`src/rtl/rx_frame_counter.sv`:
```
// Receive-path frame sequencer: tracks word position within a frame and generates the
// registered field strobes, end-of-data byte counts and status pulses for the departure stage.
module rx_frame_counter #(
   parameter int unsigned MAX_WORDS = 191,
   parameter int unsigned PAD_REM   = 44
) (
   input  logic        rxclk,
   input  logic        reset,
   input  logic        get_sfd,
   input  logic        get_error_code,
   input  logic        get_terminate,
   input  logic [15:0] lt_data,
   input  logic        small_frame,
   input  logic        tagged_frame,
   input  logic [15:0] tagged_len,
   output logic        start_da,
   output logic        start_lt,
   output logic        receiving,
   output logic        receiving_frame,
   output logic        end_data_cnt,
   output logic [2:0]  bits_more,
   output logic        end_small_cnt,
   output logic [2:0]  small_bits_more,
   output logic        frame_done,
   output logic        frame_abort,
   output logic        too_long
);

   localparam logic [2:0] StIdle = 3'd0;
   localparam logic [2:0] StDa   = 3'd1;
   localparam logic [2:0] StLt   = 3'd2;
   localparam logic [2:0] StData = 3'd3;
   localparam logic [2:0] StFcs  = 3'd4;
   localparam logic [2:0] StDrop = 3'd5;

   localparam logic [15:0] PadRem   = 16'(PAD_REM);
   localparam logic [10:0] MaxWords = 11'(MAX_WORDS);
   localparam logic [15:0] TypeMin  = 16'h05fe;

   logic [2:0]  state_q, state_d;
   logic [15:0] rem_q, rem_d, srem_q, srem_d;
   logic [10:0] wcnt_q, wcnt_d;
   logic        type_q, type_d, tagged_q, tagged_d, first_q, first_d, small_q, small_d;
   logic        start_da_d, start_lt_d, receiving_d, receiving_frame_d;
   logic        end_data_cnt_d, end_small_cnt_d, frame_done_d, frame_abort_d, too_long_d;
   logic [2:0]  bits_more_d, small_bits_more_d;
   logic [15:0] rem_ld, srem_ld, rem_nxt, srem_nxt, tag_rem;
   logic [10:0] wcnt_inc;

   // Counters hold the byte count of the word being presented, so end strobes line up with it.
   always_comb begin
      srem_ld  = lt_data[15] ? 16'd0 : lt_data;
      rem_ld   = small_frame ? PadRem : lt_data;
      tag_rem  = (tagged_len >= 16'd8) ? tagged_len - 16'd8 : 16'd0;
      rem_nxt  = (first_q && tagged_q) ? tag_rem : rem_q - 16'd8;
      srem_nxt = srem_q - 16'd8;
      wcnt_inc = (wcnt_q == 11'h7ff) ? wcnt_q : wcnt_q + 11'd1;
   end

   always_comb begin
      state_d           = state_q;
      rem_d             = rem_q;
      srem_d            = srem_q;
      wcnt_d            = wcnt_q;
      type_d            = type_q;
      tagged_d          = tagged_q;
      small_d           = small_q;
      first_d           = 1'b0;
      start_da_d        = 1'b0;
      start_lt_d        = 1'b0;
      end_data_cnt_d    = 1'b0;
      end_small_cnt_d   = 1'b0;
      frame_done_d      = 1'b0;
      frame_abort_d     = 1'b0;
      too_long_d        = 1'b0;
      receiving_d       = receiving;
      receiving_frame_d = receiving_frame;
      bits_more_d       = bits_more;
      small_bits_more_d = small_bits_more;

      if (get_error_code && (state_q == StDa || state_q == StLt || state_q == StData)) begin
         state_d           = StIdle;
         frame_abort_d     = 1'b1;
         receiving_d       = 1'b0;
         receiving_frame_d = 1'b0;
      end else begin
         case (state_q)
            StIdle: begin
               if (get_sfd) begin
                  state_d           = StDa;
                  start_da_d        = 1'b1;
                  receiving_d       = 1'b1;
                  receiving_frame_d = 1'b1;
                  wcnt_d            = 11'd1;
               end
            end
            StDa: begin
               state_d    = StLt;
               start_lt_d = 1'b1;
               wcnt_d     = wcnt_inc;
            end
            StLt: begin
               state_d  = StData;
               wcnt_d   = wcnt_inc;
               first_d  = 1'b1;
               small_d  = 1'b0;
               tagged_d = 1'b0;
               type_d   = 1'b0;
               rem_d    = rem_ld;
               if (small_frame) begin
                  srem_d = srem_ld;
                  if (srem_ld[15:3] == 13'd0) begin
                     end_small_cnt_d   = 1'b1;
                     small_bits_more_d = srem_ld[2:0];
                  end else begin
                     small_d = 1'b1;
                  end
               end else if (tagged_frame) begin
                  tagged_d = 1'b1;
               end else if (lt_data >= TypeMin) begin
                  type_d = 1'b1;
               end
               if (!tagged_d && !type_d && rem_ld[15:3] == 13'd0) begin
                  end_data_cnt_d = 1'b1;
                  bits_more_d    = rem_ld[2:0];
               end
            end
            StData: begin
               wcnt_d = wcnt_inc;
               if (wcnt_q == MaxWords) begin
                  state_d           = StDrop;
                  too_long_d        = 1'b1;
                  receiving_d       = 1'b0;
                  receiving_frame_d = 1'b0;
               end else if (get_terminate && (type_q || !end_data_cnt)) begin
                  state_d           = StIdle;
                  receiving_d       = 1'b0;
                  receiving_frame_d = 1'b0;
                  frame_done_d      = type_q;
                  frame_abort_d     = !type_q;
               end else if (!type_q) begin
                  if (end_data_cnt) begin
                     state_d     = StFcs;
                     receiving_d = 1'b0;
                  end else begin
                     rem_d = rem_nxt;
                     if (rem_nxt[15:3] == 13'd0) begin
                        end_data_cnt_d = 1'b1;
                        bits_more_d    = rem_nxt[2:0];
                     end
                  end
                  if (small_q) begin
                     srem_d = srem_nxt;
                     if (srem_nxt[15:3] == 13'd0) begin
                        end_small_cnt_d   = 1'b1;
                        small_bits_more_d = srem_nxt[2:0];
                        small_d           = 1'b0;
                     end
                  end
               end
            end
            StFcs: begin
               state_d           = StIdle;
               frame_done_d      = 1'b1;
               receiving_frame_d = 1'b0;
            end
            StDrop: begin
               if (get_terminate) state_d = StIdle;
            end
            default: begin
               state_d           = StIdle;
               receiving_d       = 1'b0;
               receiving_frame_d = 1'b0;
            end
         endcase
      end
   end

   always_ff @(posedge rxclk or posedge reset) begin
      if (reset) begin
         state_q         <= StIdle;
         rem_q           <= 16'd0;
         srem_q          <= 16'd0;
         wcnt_q          <= 11'd0;
         type_q          <= 1'b0;
         tagged_q        <= 1'b0;
         small_q         <= 1'b0;
         first_q         <= 1'b0;
         start_da        <= 1'b0;
         start_lt        <= 1'b0;
         receiving       <= 1'b0;
         receiving_frame <= 1'b0;
         end_data_cnt    <= 1'b0;
         bits_more       <= 3'd0;
         end_small_cnt   <= 1'b0;
         small_bits_more <= 3'd0;
         frame_done      <= 1'b0;
         frame_abort     <= 1'b0;
         too_long        <= 1'b0;
      end else begin
         state_q         <= state_d;
         rem_q           <= rem_d;
         srem_q          <= srem_d;
         wcnt_q          <= wcnt_d;
         type_q          <= type_d;
         tagged_q        <= tagged_d;
         small_q         <= small_d;
         first_q         <= first_d;
         start_da        <= start_da_d;
         start_lt        <= start_lt_d;
         receiving       <= receiving_d;
         receiving_frame <= receiving_frame_d;
         end_data_cnt    <= end_data_cnt_d;
         bits_more       <= bits_more_d;
         end_small_cnt   <= end_small_cnt_d;
         small_bits_more <= small_bits_more_d;
         frame_done      <= frame_done_d;
         frame_abort     <= frame_abort_d;
         too_long        <= too_long_d;
      end
   end

endmodule

```
`config.mk`:
```
export PLATFORM = sky130hd
export DESIGN_NAME = rx_frame_counter
export DESIGN_NICKNAME = d
export VERILOG_FILES = /design/src/rtl/rx_frame_counter.sv
export SDC_FILE = /design/constraint.sdc
export NUM_CORES = 1
export LEC_CHECK = 0
export CAP_MARGIN = 10
export CORE_MARGIN = 2
export CORE_UTILIZATION = 56
export DETAILED_ROUTE_END_ITERATION = 16
export HOLD_SLACK_MARGIN = 0.08
export PLACE_DENSITY = 0.9
export SYNTH_ARGS = -nofsm -noshare
export SYNTH_HDL_FRONTEND = slang
export SYNTH_SLANG_ARGS = --single-unit
```
`constraint.sdc`:
```
create_clock -name rxclk -period 3.4 [get_ports rxclk]
set_input_delay 0.51 -clock rxclk [delete_from_list [all_inputs] [get_ports rxclk]]
set_output_delay 0.51 -clock rxclk [all_outputs]
set_load 0.01 [all_outputs]
```
==> results.md, run 1 <==
- Post-synth cell types: 68
- Initial DRC Count: 275
- Net Count, Synth: 559
- Post-CTS Resized: 0
- Number of global-route vias before repair: 3846
- Leakage power: 2.04 nW
- Post-Syn Instances: 515
- Max VDD drop: 0.508 mV
- Final hold violation count: 0
- Synth Area in Adders: 1.46%
- Via-to-Cell Ratio: 6.26
- Crit path cell chain: inv_1, ha_1, or4b_2, nor2_1, xnor2_1, a41oi_1, o31ai_1, o211ai_2, mux2_4
- Skew-Pair Late Insertion Delay: 370 ps
- Post-Route WL: 11.2 mm
- Pwr Density: 706 nW/um2
- GR Util All Layers: 27.7%
- Clock slew at reported path FFs: 80 ps
- Crit Path Max Fanout: 5
- Synth area leaders: dfrtp_1, nor2_1, a21oi_1
- Min-Delay Path Class: input pin to asynchronous set/reset pin
- Final critical-path share of the clock period: 84.8%
- Grt ovf: 0
- Pre-CTS WS: 312 ps
- Final setup viols: 0
- Setup TNS: 0 ps
- Critical path class: flop to flop
- WL/cell: 17.0 um
- Die Span X: 91.5 um
- Port buffer count: 53
- Top delay family on crit path: simple AND/OR/NAND/NOR gates
- Sequential area share after synthesis: 38.0%
- Io pins: 54
- Syn_area_per_cell: 8.32 um2
- Antenna Cells: 0
- Area occupied by multi-input gates: 2450 um2
- Final ANT Viol Nets: 0
- Most frequent cells in the layout: dfrtp_1, nor2_1, clkdlybuf4s50_1
- Register area: 1630 um2
- Drc violations: 0
- # rows: 31
- Synthesized area: 4280 um2
- DPL Wire Length: 8.29 mm
- Yosys top cell area share: 38.0%
- Die area: 8360 um2
- CTS root buf: clkbuf_8
- Synth Area in Compound Gates: 20.2%
- Slew HR: 49.5%
- Fmax: 347 MHz
- Worst Path Required: 3650 ps
- Final Core Density: 69.3%
- Max incr delay on CP: 670 ps
- Area leader, netlist: dfrtp_1
- Largest net degree at the start of global routing: 42
- Worst path slowest cell: or4b_2
- Vias: 4151
- Commonest non-fill, non-tap cell in the layout: dfrtp_1
- Gpl congestion: 0.933
- Number of flops mapped to enable cells by yosys: 0
- Top FF cell, synth: dfrtp_1
- Layout cells sized above 1: 8.69%
- CP bufs+invs: 1
- Max_cap viols: 0
- Fillers: 567
- Slew Limit Fails: 0
- Post-CTS setup buffers: 0
- Total CTS buffers: 9
- P&R area growth vs syn: 18.7%
- Final nets: 603
- Final Critical Period: 2880 ps
- Initial antenna violation count: 0
- Synth Area in XOR/XNOR: 5.73%
- Startpoint types: flop
- Async set-reset flop share out of synthesis: 100%
- Post-synthesis simple-gate area fraction: 27.2%
- Drt pass-1 iters: 7
- First-pass GRT wire length: 18.7 mm
- Worst-case clock buffer depth: 2
- Core region area: 7330 um2
- Worst setup slack after layout: 518 ps
- Largest family of logic cells by synthesized area: simple AND/OR/NAND/NOR gates
- CTS sink cnt: 65
- RSZ-0062 raised after global routing: no
- Status: complete, no violations
- TritonCTS clock tree: built
- Worst Setup End Kind: flop
- Starting Density: 58.4%
- Fin Clk Skew: 14.4 ps
- Multiplexer share of the synthesized area: 2.60%
- Chip height: 91.5 um
- #FFs+latches synth: 65
- Hold buffers post-CTS: 0
- Synthesis Warnings: 0
- CP Data Arrival Time: 3130 ps
- Worst slew pin tran: 755 ps
- H-tree depth: 3
==> routing by layer <==
| metal | GRT usage [%] | vias up | wire length (um) |
|---|---|---|---|
| met1 | 35.8 | 1985 | 4600 |
| met2 | 45.5 | 182 | 5580 |
| met3 | 6.89 | 24 | 848 |
| met4 | 8.96 | 0 | 212 |
| li1 | - | 1960 | - |
| met5 | 0 | - | 0 |
==> cell usage after synthesis, types with 3 or more instances <==
cell,instances
dfrtp_1,65
nor2_1,64
nand2_1,41
a21oi_1,40
o21ai_0,38
clkbuf_1,23
inv_1,20
nor3_1,17
xor2_1,17
nand4_1,14
nor3b_1,12
o22ai_1,12
a31oi_1,11
nand3_1,11
nor4_1,11
xnor2_1,11
nand2b_1,6
nand3b_1,6
and2_1,5
and3_1,5
ha_1,5
mux2_2,5
o31ai_1,5
or3_1,5
a22o_1,3
mux2_4,3
nor2b_1,3
nor4b_1,3
==> flip-flops by register name, summed over array words and instances, names as in the netlist <==
name and cells:
bits_more 3, end_data_cnt 1, end_small_cnt 1, first_q 1, frame_abort 1, frame_done 1
receiving 1, receiving_frame 1, rem_q 16, small_bits_more 3, small_q 1, srem_q 16
start_da 1, start_lt 1, state_q 3, tagged_q 1, too_long 1, type_q 1
wcnt_q 11
==> area by class of cell <==
cell class,count,share of cell area (%)
Multi-Input combinational cell,400,48.2
Sequential cell,65,32.0
Timing Repair Buffer,63,11.9
Clock buffer,9,2.44
Tap cell,99,2.44
Clock inverter,7,1.53
Inverter,20,1.48
==> power by group <==
part	total, mW	switching [mW]	internal, mW	leakage (nW)
sequential	1.35	0.317	1.04	0.834
clock	0.685	0.340	0.344	0.100
combinational	1.55	0.884	0.664	1.11
total	3.59	1.54	2.04	2.04
==> metrics by stage <==
step | area, um2 | total power, mW | cells | hold slack (ps)
3_3_place_gp | 4880 | 2.79 | 647 | 464
2_1_floorplan | 4280 | 2.43 | 515 | 450
5_1_grt | 5080 | 3.83 | 663 | 508
3_5_place_dp | 4880 | 2.88 | 647 | 478
4_1_cts | 5080 | 3.56 | 663 | 467
6_report | 5080 | 3.59 | 663 | 458
==> cells by family after synthesis <==
kind of cell	after synthesis
xor+xnor	28
mux	9
fa+ha+maj	5
simple gates	219
flops	65
buf+inv	50
compound gates	139
==> final timing paths <==
path	startpoint	endpoint	slack [ps]	cells after the start
min reg2reg	srem_q[0]	srem_q[0]	500	2
min in group rxclk	srem_q[0]	srem_q[0]	500	2
max in group asynchronous	reset	srem_q[3]	2240	3
min	reset	bits_more[1]	460	2
max reg2reg	rem_q[3]	bits_more[2]	520	9
max	rem_q[3]	bits_more[2]	520	9
(Power assumes the default switching activity.)
==> inputs of run 2 (changes only) <==
Settings changed: CORE_UTILIZATION 56 to 51, PLACE_DENSITY 0.9 to 0.87.
Clock period 3.4 ns to 2.6 ns, I/O delays scaled along.
==> run 2 against run 1 <==
The flow now finishes with violations (setup timing). Maximum frequency up 11%. Worst hold slack worse by 84 ps. Clock skew up 3.2 ps.
==> results.md, run 2 (same netlist as run 1, synthesis figures left out) <==
- Met2 Track Usage GR: 46.4% (+0.98 points)
- Final ANT Viol Nets: 0 (unchanged)
- Max_cap viols: 0 (unchanged)
- WL/cell: 16.2 um (-4.4%)
- Min-Delay Path Class: input pin to asynchronous set/reset pin
- Largest net degree at the start of global routing: 44 (+4.8%)
- Drc violations: 0 (unchanged)
- RSZ-0062 raised after global routing: yes
- Worst setup slack after layout: -6.54 ps (-525 ps)
- Clock slew at reported path FFs: 90 ps (about the same)
- Largest registers: rem_q: 16 flops, srem_q: 16 flops, wcnt_q: 11 flops
- First-pass GRT wire length: 18.9 mm (+1.1%)
- Skew-Pair Late Insertion Delay: 360 ps (about the same)
- Worst slew pin tran: 750 ps (-4.32 ps)
- Io pins: 54 (unchanged)
- Worst-case clock buffer depth: 2 (unchanged)
- P&R area growth vs syn: 28.5%
- GR Util All Layers: 26.2% (-1.5 points)
- Starting Density: 52.4% (-6.0 points)
- Crit Path Max Fanout: 4 (-1)
- Initial antenna violation count: 0 (unchanged)
- Drt pass-1 iters: 5 (-2)
- Final Critical Period: 2610 ps (-275 ps)
- CP Data Arrival Time: 2840 ps (-290 ps)
- Post-Route WL: 11.6 mm (+3.4%)
- Grt ovf: 0 (unchanged)
- Initial DRC Count: 251 (-8.7%)
- Leakage power: 2.27 nW (+11%)
- Max VDD drop: 0.684 mV (+35%)
- Final critical-path share of the clock period: 100% (+15 points)
- Met3 GRT Util: 5.30% (-1.6 points)
- Setup TNS: -6.54 ps (-6.54 ps)
- Final setup viols: 1 (+1)
- Die area: 9150 um2 (+9.4%)
- Most frequent cells in the layout: dfrtp_1, nor2_1, buf_4
- # rows: 33 (+6.5%)
- Pwr Density: 903 nW/um2 (+28%)
- Commonest non-fill, non-tap cell in the layout: dfrtp_1
- TritonCTS clock tree: built
- Port buffer count: 53 (unchanged)
- Failing checks: setup timing
- Worst Setup End Kind: flop
- Core region area: 8180 um2 (+12%)
- Slew Limit Fails: 0 (unchanged)
- CTS sink cnt: 65 (unchanged)
- Worst Path Required: 2840 ps (-810 ps)
- Slew HR: 49.8% (+0.29 points)
- DPL Wire Length: 8.65 mm (+4.4%)
- Layer with the highest usage: met2
- Total CTS buffers: 9 (unchanged)
- Status: finished, violations left
- Met1 Usage GRT: 31.2% (-4.5 points)
- Gpl congestion: 0.938 (+0.57%)
- H-tree depth: 3 (unchanged)
- Hold buffers post-CTS: 0 (unchanged)
- Number of global-route vias before repair: 4184 (+8.8%)
- Final hold violation count: 0 (unchanged)
- Final nets: 651 (+8.0%)
- Chip height: 95.6 um (+4.6%)
- Dpl cells: 697 (+7.7%)
- Fin Clk Skew: 17.6 ps (+3.20 ps)
- Fmax: 384 MHz (+11%)
- Vias: 4403 (+6.1%)
- Die Span X: 95.6 um (+4.6%)
- Via-to-Cell Ratio: 6.14 (-1.9%)
- CTS root buf: clkbuf_8
- Startpoint types: flop
- Fillers: 635 (+12%)
- Critical path class: flop to flop
- Layout cells sized above 1: 16.8% (+8.1 points)
- Final cell count without fillers: 717 (+8.1%)
- Antenna Cells: 0 (unchanged)
==> run 2: final cells by class <==
type | instances | area (um2) | share of cell area, %
multi-input combinational | 400 | 2490 | 45.2
clock buffer | 9 | 124 | 2.25
tap | 105 | 131 | 2.39
inverter | 20 | 75.1 | 1.36
timing repair buffer | 111 | 982 | 17.8
clock inverter | 7 | 77.6 | 1.41
sequential | 65 | 1630 | 29.6
==> run 2: critical path, cell delays in order (launching register included) <==
cell,delay (ps)
dfrtp_1,410
inv_2,90
ha_4,130
or4b_4,500
nand4bb_1,210
xor2_1,240
a21oi_2,100
o31ai_2,280
o211ai_2,200
mux2_4,330
==> run 2: through the flow <==
stage	util, %	hold WS (ps)	setup slack, ps	cell area, um2	total power, mW
4_1_cts	66.5	392	33.5	5440	4.87
2_1_floorplan	-	450	145	4290	3.18
6_report	67.3	374	-6.54	5500	4.97
3_3_place_gp	64.0	461	-86.5	5240	3.84
3_5_place_dp	64.0	472	-139	5240	3.97
5_1_grt	67.3	431	-116	5500	5.32
==> run 2: where the power goes <==
group,switching (mW),internal [mW]
Sequential,0.374,1.36
Clock,0.438,0.449
Combinational,1.28,1.08
Total,2.09,2.88
==> run 2: path summary, 6_finish.rpt <==
check | to | start | slack [ps] | cells past startpoint
min in group rxclk | srem_q[1] | srem_q[1] | 490 | 2
hold / removal | bits_more[1] | reset | 370 | 2
setup / recovery | bits_more[2] | rem_q[3] | -7 | 9
hold reg to reg | srem_q[1] | srem_q[1] | 490 | 2
max in group asynchronous | rem_q[3] | reset | 1600 | 3
setup reg to reg | bits_more[2] | rem_q[3] | -7 | 9
==> run 2: layer usage <==
layer / wire length, um / part of all wire [%]
met5: 0 / 0
met4: 418 / 3.6
met3: 679 / 5.8
met2: 5840 / 50
met1: 4680 / 40
==> run 2: repair_timing <==
action / 4_1_cts / 5_1_grt
endpoints found under the setup margin: 0 / 7
buffers inserted: 0 / 4
gates resized for setup: 0 / 9
